$ cat config.mk
export PLATFORM = sky130hd
export DESIGN_NAME = multicycle_ctrl
export DESIGN_NICKNAME = d
export VERILOG_FILES = /design/src/rtl/multicycle_ctrl.sv
export SDC_FILE = /design/constraint.sdc
export NUM_CORES = 1
export LEC_CHECK = 0
export ABC_AREA = 1
export CAP_MARGIN = 20
export CORE_ASPECT_RATIO = 0.9
export CORE_UTILIZATION = 51
export DETAILED_ROUTE_END_ITERATION = 10
export GPL_ROUTABILITY_DRIVEN = 0
export PLACE_DENSITY = 0.85
export SLEW_MARGIN = 20
export SYNTH_ARGS = -nofsm -noshare
export SYNTH_HDL_FRONTEND = slang
export SYNTH_SLANG_ARGS = --single-unit
$ cat constraint.sdc
create_clock -name clk -period 4.5 [get_ports clk]
set_clock_uncertainty 0.1 [all_clocks]
set_input_delay 0.45 -clock clk [delete_from_list [all_inputs] [get_ports clk]]
set_output_delay 0.45 -clock clk [all_outputs]
set_load 0.005 [all_outputs]
$ cat src/rtl/multicycle_ctrl.sv
// Main control FSM for the multicycle RV32I core.
// Sequences fetch, decode, execute, memory and writeback one state per clock,
// drives every datapath mux select and write enable, and counts retired
// instructions.
module multicycle_ctrl #(
    parameter int CNT_W = 32
) (
    input  logic             clk,
    input  logic             rst_n,
    input  logic [6:0]       op,
    input  logic [2:0]       funct3,
    input  logic             funct7b5,
    input  logic             Zero,
    output logic             PCWrite,
    output logic             AdrSrc,
    output logic             MemWrite,
    output logic             IRWrite,
    output logic [1:0]       ResultSrc,
    output logic [1:0]       ALUSrcA,
    output logic [1:0]       ALUSrcB,
    output logic [2:0]       ALUControl,
    output logic [2:0]       ImmSrc,
    output logic             RegWrite,
    output logic             IllegalInstr,
    output logic [3:0]       State,
    output logic [CNT_W-1:0] InstrCount
);

    localparam logic [6:0] OP_LW   = 7'b0000011;
    localparam logic [6:0] OP_SW   = 7'b0100011;
    localparam logic [6:0] OP_R    = 7'b0110011;
    localparam logic [6:0] OP_I    = 7'b0010011;
    localparam logic [6:0] OP_JAL  = 7'b1101111;
    localparam logic [6:0] OP_BEQ  = 7'b1100011;
    localparam logic [6:0] OP_LUI  = 7'b0110111;

    typedef enum logic [3:0] {
        S_FETCH    = 4'd0,
        S_DECODE   = 4'd1,
        S_MEMADR   = 4'd2,
        S_MEMREAD  = 4'd3,
        S_MEMWB    = 4'd4,
        S_MEMWRITE = 4'd5,
        S_EXECR    = 4'd6,
        S_EXECI    = 4'd7,
        S_JAL      = 4'd8,
        S_BEQ      = 4'd9,
        S_ALUWB    = 4'd10,
        S_LUI      = 4'd11,
        S_TRAP     = 4'd15
    } state_t;

    state_t           r_state;
    state_t           w_next_state;
    logic [CNT_W-1:0] r_instr_count;

    logic [1:0] w_alu_op;
    logic       w_pc_update;
    logic       w_branch;
    logic       w_ir_write;
    logic       w_reg_write;
    logic       w_mem_write;
    logic       w_retire;

    // State register; reset returns to FETCH at once, without waiting for a clock.
    // NOTE: sequential state uses non-blocking (<=) so every flop samples pre-edge values.
    always_ff @(posedge clk or negedge rst_n) begin
        if (!rst_n) begin
            r_state <= S_FETCH;
        end else begin
            r_state <= w_next_state;
        end
    end

    // Next-state decode.
    // NOTE: every combinational output gets a default first, so no path infers a latch.
    always_comb begin
        w_next_state = S_TRAP;
        case (r_state)
            S_FETCH:    w_next_state = S_DECODE;
            S_DECODE: begin
                case (op)
                    OP_LW, OP_SW: w_next_state = S_MEMADR;
                    OP_R:         w_next_state = S_EXECR;
                    OP_I:         w_next_state = S_EXECI;
                    OP_JAL:       w_next_state = S_JAL;
                    OP_BEQ:       w_next_state = S_BEQ;
                    OP_LUI:       w_next_state = S_LUI;
                    default:      w_next_state = S_TRAP;
                endcase
            end
            S_MEMADR:   w_next_state = (op == OP_LW) ? S_MEMREAD : S_MEMWRITE;
            S_MEMREAD:  w_next_state = S_MEMWB;
            S_EXECR,
            S_EXECI,
            S_JAL:      w_next_state = S_ALUWB;
            S_MEMWB,
            S_MEMWRITE,
            S_ALUWB,
            S_BEQ,
            S_LUI:      w_next_state = S_FETCH;
            S_TRAP:     w_next_state = S_TRAP;
            default:    w_next_state = S_TRAP;
        endcase
    end

    // Moore outputs for each state; enables are gated with reset further down.
    always_comb begin
        w_pc_update  = 1'b0;
        w_branch     = 1'b0;
        w_ir_write   = 1'b0;
        w_reg_write  = 1'b0;
        w_mem_write  = 1'b0;
        w_alu_op     = 2'b00;
        AdrSrc       = 1'b0;
        ResultSrc    = 2'b00;
        ALUSrcA      = 2'b00;
        ALUSrcB      = 2'b00;
        IllegalInstr = 1'b0;
        case (r_state)
            S_FETCH: begin
                w_ir_write  = 1'b1;
                w_pc_update = 1'b1;
                ALUSrcB     = 2'b10;
                ResultSrc   = 2'b10;
            end
            S_DECODE: begin
                // Precompute the branch target into ALUOut.
                ALUSrcA = 2'b01;
                ALUSrcB = 2'b01;
            end
            S_MEMADR: begin
                ALUSrcA = 2'b10;
                ALUSrcB = 2'b01;
            end
            S_MEMREAD:  AdrSrc = 1'b1;
            S_MEMWB: begin
                ResultSrc   = 2'b01;
                w_reg_write = 1'b1;
            end
            S_MEMWRITE: begin
                AdrSrc      = 1'b1;
                w_mem_write = 1'b1;
            end
            S_EXECR: begin
                ALUSrcA  = 2'b10;
                w_alu_op = 2'b10;
            end
            S_EXECI: begin
                ALUSrcA  = 2'b10;
                ALUSrcB  = 2'b01;
                w_alu_op = 2'b10;
            end
            S_ALUWB:    w_reg_write = 1'b1;
            S_JAL: begin
                ALUSrcA     = 2'b01;
                ALUSrcB     = 2'b10;
                w_pc_update = 1'b1;
            end
            S_BEQ: begin
                ALUSrcA  = 2'b10;
                w_alu_op = 2'b01;
                w_branch = 1'b1;
            end
            S_LUI: begin
                ResultSrc   = 2'b11;
                w_reg_write = 1'b1;
            end
            S_TRAP:     IllegalInstr = 1'b1;
            default:    IllegalInstr = 1'b0;
        endcase
    end

    // ALU decoder: ALUOp from the FSM refined by funct3/funct7b5.
    always_comb begin
        ALUControl = 3'b000;
        case (w_alu_op)
            2'b01: ALUControl = 3'b001;
            2'b10: begin
                case (funct3)
                    3'b000:  ALUControl = (op[5] & funct7b5) ? 3'b001 : 3'b000;
                    3'b010:  ALUControl = 3'b101;
                    3'b110:  ALUControl = 3'b011;
                    3'b111:  ALUControl = 3'b010;
                    default: ALUControl = 3'b000;
                endcase
            end
            default: ALUControl = 3'b000;
        endcase
    end

    // Immediate format select, decoded from op in every state.
    always_comb begin
        ImmSrc = 3'b000;
        case (op)
            OP_SW:   ImmSrc = 3'b001;
            OP_BEQ:  ImmSrc = 3'b010;
            OP_JAL:  ImmSrc = 3'b011;
            OP_LUI:  ImmSrc = 3'b100;
            default: ImmSrc = 3'b000;
        endcase
    end

    // Write enables are held off while reset is asserted so an abandoned
    // instruction cannot disturb architectural state.
    assign PCWrite  = rst_n & (w_pc_update | (w_branch & Zero));
    assign IRWrite  = rst_n & w_ir_write;
    assign RegWrite = rst_n & w_reg_write;
    assign MemWrite = rst_n & w_mem_write;

    assign w_retire = (r_state == S_MEMWB)  || (r_state == S_MEMWRITE) ||
                      (r_state == S_ALUWB)  || (r_state == S_BEQ)      ||
                      (r_state == S_LUI);

    // Retired-instruction counter, wraps naturally at 2^CNT_W.
    always_ff @(posedge clk or negedge rst_n) begin
        if (!rst_n) begin
            r_instr_count <= '0;
        end else if (w_retire) begin
            r_instr_count <= r_instr_count + CNT_W'(1);
        end
    end

    assign State      = r_state;
    assign InstrCount = r_instr_count;

endmodule
==> results.md <==
STA:
- Summed over all failing endpoints, the final setup total negative slack is 0 ns.
- Of the available clock period, the critical path in the final layout requires 0.672.
- The setup violation total in the final timing report is 0.
- The final count of hold timing violations was 0.
- The count of pins over their slew limit is 0.
- For the finished layout, the period the worst path requires is 3.02 ns.
- The worst path meets setup with 1.48 ns of slack.
- Setup repair after global routing left no endpoint under its margin.
- Based on the critical path, the design can be clocked at up to 0.331 GHz.
- The worst-case headroom to the max-slew limit is 0.550.
- The worst-margin pin slew is 0.673 ns.

Die:
- The starting density of the core is 0.548.
- From left edge to right edge, the die measures 72.9 microns.
- In this run the vertical extent of the chip is 65.8 microns.
- The area inside the core boundary is 4210 sq um.
- The count of standard-cell rows is 22.
- The full die area is 4800 sq um.
- During I/O placement, the number of pins put on the boundary was 68.

Global routing:
- In the global route stage, overall resource usage came out at 0.276.
- Entering global routing, the biggest net connects 38 pins.
- The via count of the first global-routing pass came to 2,310.
- The first-pass GRT wire length is 10,200 microns.
- The overflow left after global routing is 0.
- The number of antenna violations at the first check in global routing is 0.

Finish:
- The layout-stage area growth over the synthesis result is 37.1%.
- The number of antenna diodes in the final layout is 0.
- The number of nets in the finished design is 426.
- Fill cells in the final layout number 339.
- The share of final-layout standard cells stronger than drive strength 1 is 0.0390.

Critical path:
- The library cell contributing the largest single delay on the critical path is sky130_fd_sc_hd__clkdlybuf4s50_1.
- Walking the worst path, the cells encountered are inv_1, nand2_1, nor3_1, ha_1, nor4_1, clkdlybuf4s50_1.
- The cell class contributing the biggest share of worst-path delay is buffers and inverters.
- The worst reg2reg path endpoint is InstrCount[28].
- The maximum single-stage delay on the critical path is 0.55 ns.
- The worst reg2reg path depth is 8.
- At the worst endpoint, the arrival time is 2.47 ns.
- The register-to-register path setup slack is 2.41 ns.
- The number of stages on the worst setup path is 6.
- The worst setup path startpoint is State[1].
- The peak fanout along the critical path is 6.
- By startpoint and endpoint, the worst setup path is classified as reg2out.
- Data on the critical path is required at its endpoint by 3.95 ns.
- The worst flop-to-flop path startpoint is State[3].
- The category of the worst setup path capture point is an output port.
- The startpoint type of the worst setup path is a register.
- The end of the critical path is ALUControl[2].
- The buffer and inverter count on the worst path is 2.

Placed design:
- Input and output buffers added on the ports amount to 67.
- Summed over all nets, the half-perimeter wirelength after detailed placement is 4700 microns.
- Before CTS, the worst setup slack after placement is 1.82 ns.

Power and ir drop:
- The cell leakage power is 0.00143 uW.
- In this run the power density over the cells is 399 nW/um^2.
- The worst voltage drop across the vdd grid is 388 uV.
- The power after layout is 1260 uW.

Detailed routing:
- The first routing iteration left 214 violations.
- The detailed router put a total of 2650 microns of wire on met1.
- The total length of routed met2 wires is 2830 microns.
- The DRC violation count after routing is 0.
- The post-route antenna net violation count is 0.
- The highest signal layer in the routed design is met4.
- For this run, the detailed router's first-pass iteration total came to 5.
- The detailed router placed 2,425 vias in this run.
- In the routed layout, each cell is associated on average with a via count of 5.16.
- The routed length per placed instance is 12.9 microns.
- The total wire length is 6080 microns.
- Detailed routing placed a total of 344 microns of wire on met3.

Yosys:
- Counting distinct cell types in the post-synthesis netlist gives 24.
- The cell count after synthesis is 336.
- The number of warnings issued by yosys is 0.
- After synthesis the cells add up to 2310 sq um.
- Each instance of the synthesized netlist takes up on average 6.87 sq um.
- Counting every net in the synthesized netlist gives 353.
- The number of synthesized register bits is 36.
- The share of the Yosys chip area taken by registers is 0.390.

Clock network:
- The number of buffers added to fix hold violations after cts is 0.
- In this run the post-CTS setup repair buffer count came out at 0.
- The count of clock tree sinks is 36.
- CTS placed an instance of sky130_fd_sc_hd__clkbuf_8 at the clock tree root.
- The number of gates resized after CTS was 0.
- The clock insertion delay at the later pin of the skew report is 0.28 ns.
- The largest buffer count on any clock path is 2.
- The CTS tree is built.
- In this run the number of H-tree levels came out at 2.
- The CTS buffer count is 5.
- After clock tree synthesis, the clock-pin slew on the worst setup and hold paths is 0.07 ns.

Job:
- The max-capacitance violation count is 0.

Run status:
- The run finished with clean final reports.

Hold path:
- The path class of the tightest hold or removal check is in2async.
[cell type report]
type / count / area (sq um) / area share
multi-input cells: 256 / 1230 / 0.389
clock inverters: 1 / 30.0 / 0.00949
repair buffers: 68 / 673 / 0.213
inverters: 42 / 158 / 0.0498
flip-flops and latches: 36 / 901 / 0.285
clock buffers: 7 / 96.3 / 0.0305
well taps: 60 / 75.1 / 0.0237
[layout by cell type (no fill, tap or decap), types with 3 or more instances in the layout]
cell type / netlist / routed
sky130_fd_sc_hd__xnor2_1: 14 / 14
sky130_fd_sc_hd__clkdlybuf4s50_1: 0 / 66
sky130_fd_sc_hd__clkbuf_8: 0 / 7
sky130_fd_sc_hd__nor2_1: 60 / 60
sky130_fd_sc_hd__xor2_1: 5 / 5
sky130_fd_sc_hd__ha_1: 3 / 3
sky130_fd_sc_hd__dfrtp_1: 36 / 36
sky130_fd_sc_hd__nor3_1: 4 / 4
sky130_fd_sc_hd__nand3_1: 24 / 24
sky130_fd_sc_hd__nand3b_1: 6 / 6
sky130_fd_sc_hd__a21oi_1: 3 / 3
sky130_fd_sc_hd__nand2_1: 108 / 108
sky130_fd_sc_hd__o21ai_0: 4 / 4
sky130_fd_sc_hd__nand4_1: 12 / 12
sky130_fd_sc_hd__inv_1: 42 / 42
sky130_fd_sc_hd__nand2_2: 3 / 3
[synth_stat cells, drive strengths merged]
cell | number | area [sq um]
nor3 | 4 | 20.0
a31oi | 1 | 6.26
o21bai | 1 | 7.51
ha | 3 | 37.5
o21ai | 5 | 36.3
xor2 | 5 | 43.8
dfrtp | 36 | 901
buf | 2 | 18.8
nand4 | 12 | 75.1
inv | 42 | 158
nand3 | 25 | 130
nor4 | 2 | 12.5
nor2 | 61 | 231
xnor2 | 14 | 123
nand3b | 6 | 45.0
a21boi | 1 | 7.51
a21oi | 3 | 15.0
o211ai | 2 | 15.0
nand2 | 111 | 424
[worst min path at each step]
stage	to	slack (ns)	from
2_1_floorplan	InstrCount[0]	0.05	rst_n
3_3_place_gp	InstrCount[31]	0.38	InstrCount[31]
3_5_place_dp	InstrCount[31]	0.38	InstrCount[31]
4_1_cts	InstrCount[13]	0.12	rst_n
5_1_grt	InstrCount[9]	0.14	rst_n
6_report	InstrCount[4]	0.10	rst_n
[cell families (layout without fill, tap and decap cells)]
family,count (synthesis),in the layout,share of synthesized area
buffers and inverters,44,118,0.0765
and+or+nand+nor,221,221,0.407
xor gates and xnor gates,19,19,0.0721
adders and majority gates,3,3,0.0163
AOI/OAI and AO/OA,13,13,0.0380
DFF,36,36,0.390
[per-layer routing]
layer	track usage	vias to the layer above
li1	-	1205
met1	0.340	1106
met2	0.458	90
met3	0.0579	24
met4	0.137	0
met5	0	-
[metrics by stage]
step	std cells	hold WS, ns	instance area [sq um]	util
finish	470	0.101	3160	0.751
global route	470	0.143	3160	0.751
CTS	470	0.120	3160	0.751
detailed placement	462	0.381	3040	0.721
global placement	462	0.378	3040	0.721
floorplan	336	0.0544	2310	-
[power by group]
group / internal, uW / switching (uW) / leakage (uW)
sequential: 365 / 53.8 / 0.000489
combinational: 245 / 291 / 0.000875
clock: 196 / 114 / 0.0000645
[sequential cells by signal, indices dropped and copies added, names as in the netlist]
name,cells
State,4
InstrCount,32
(Power assumes the default switching activity.)
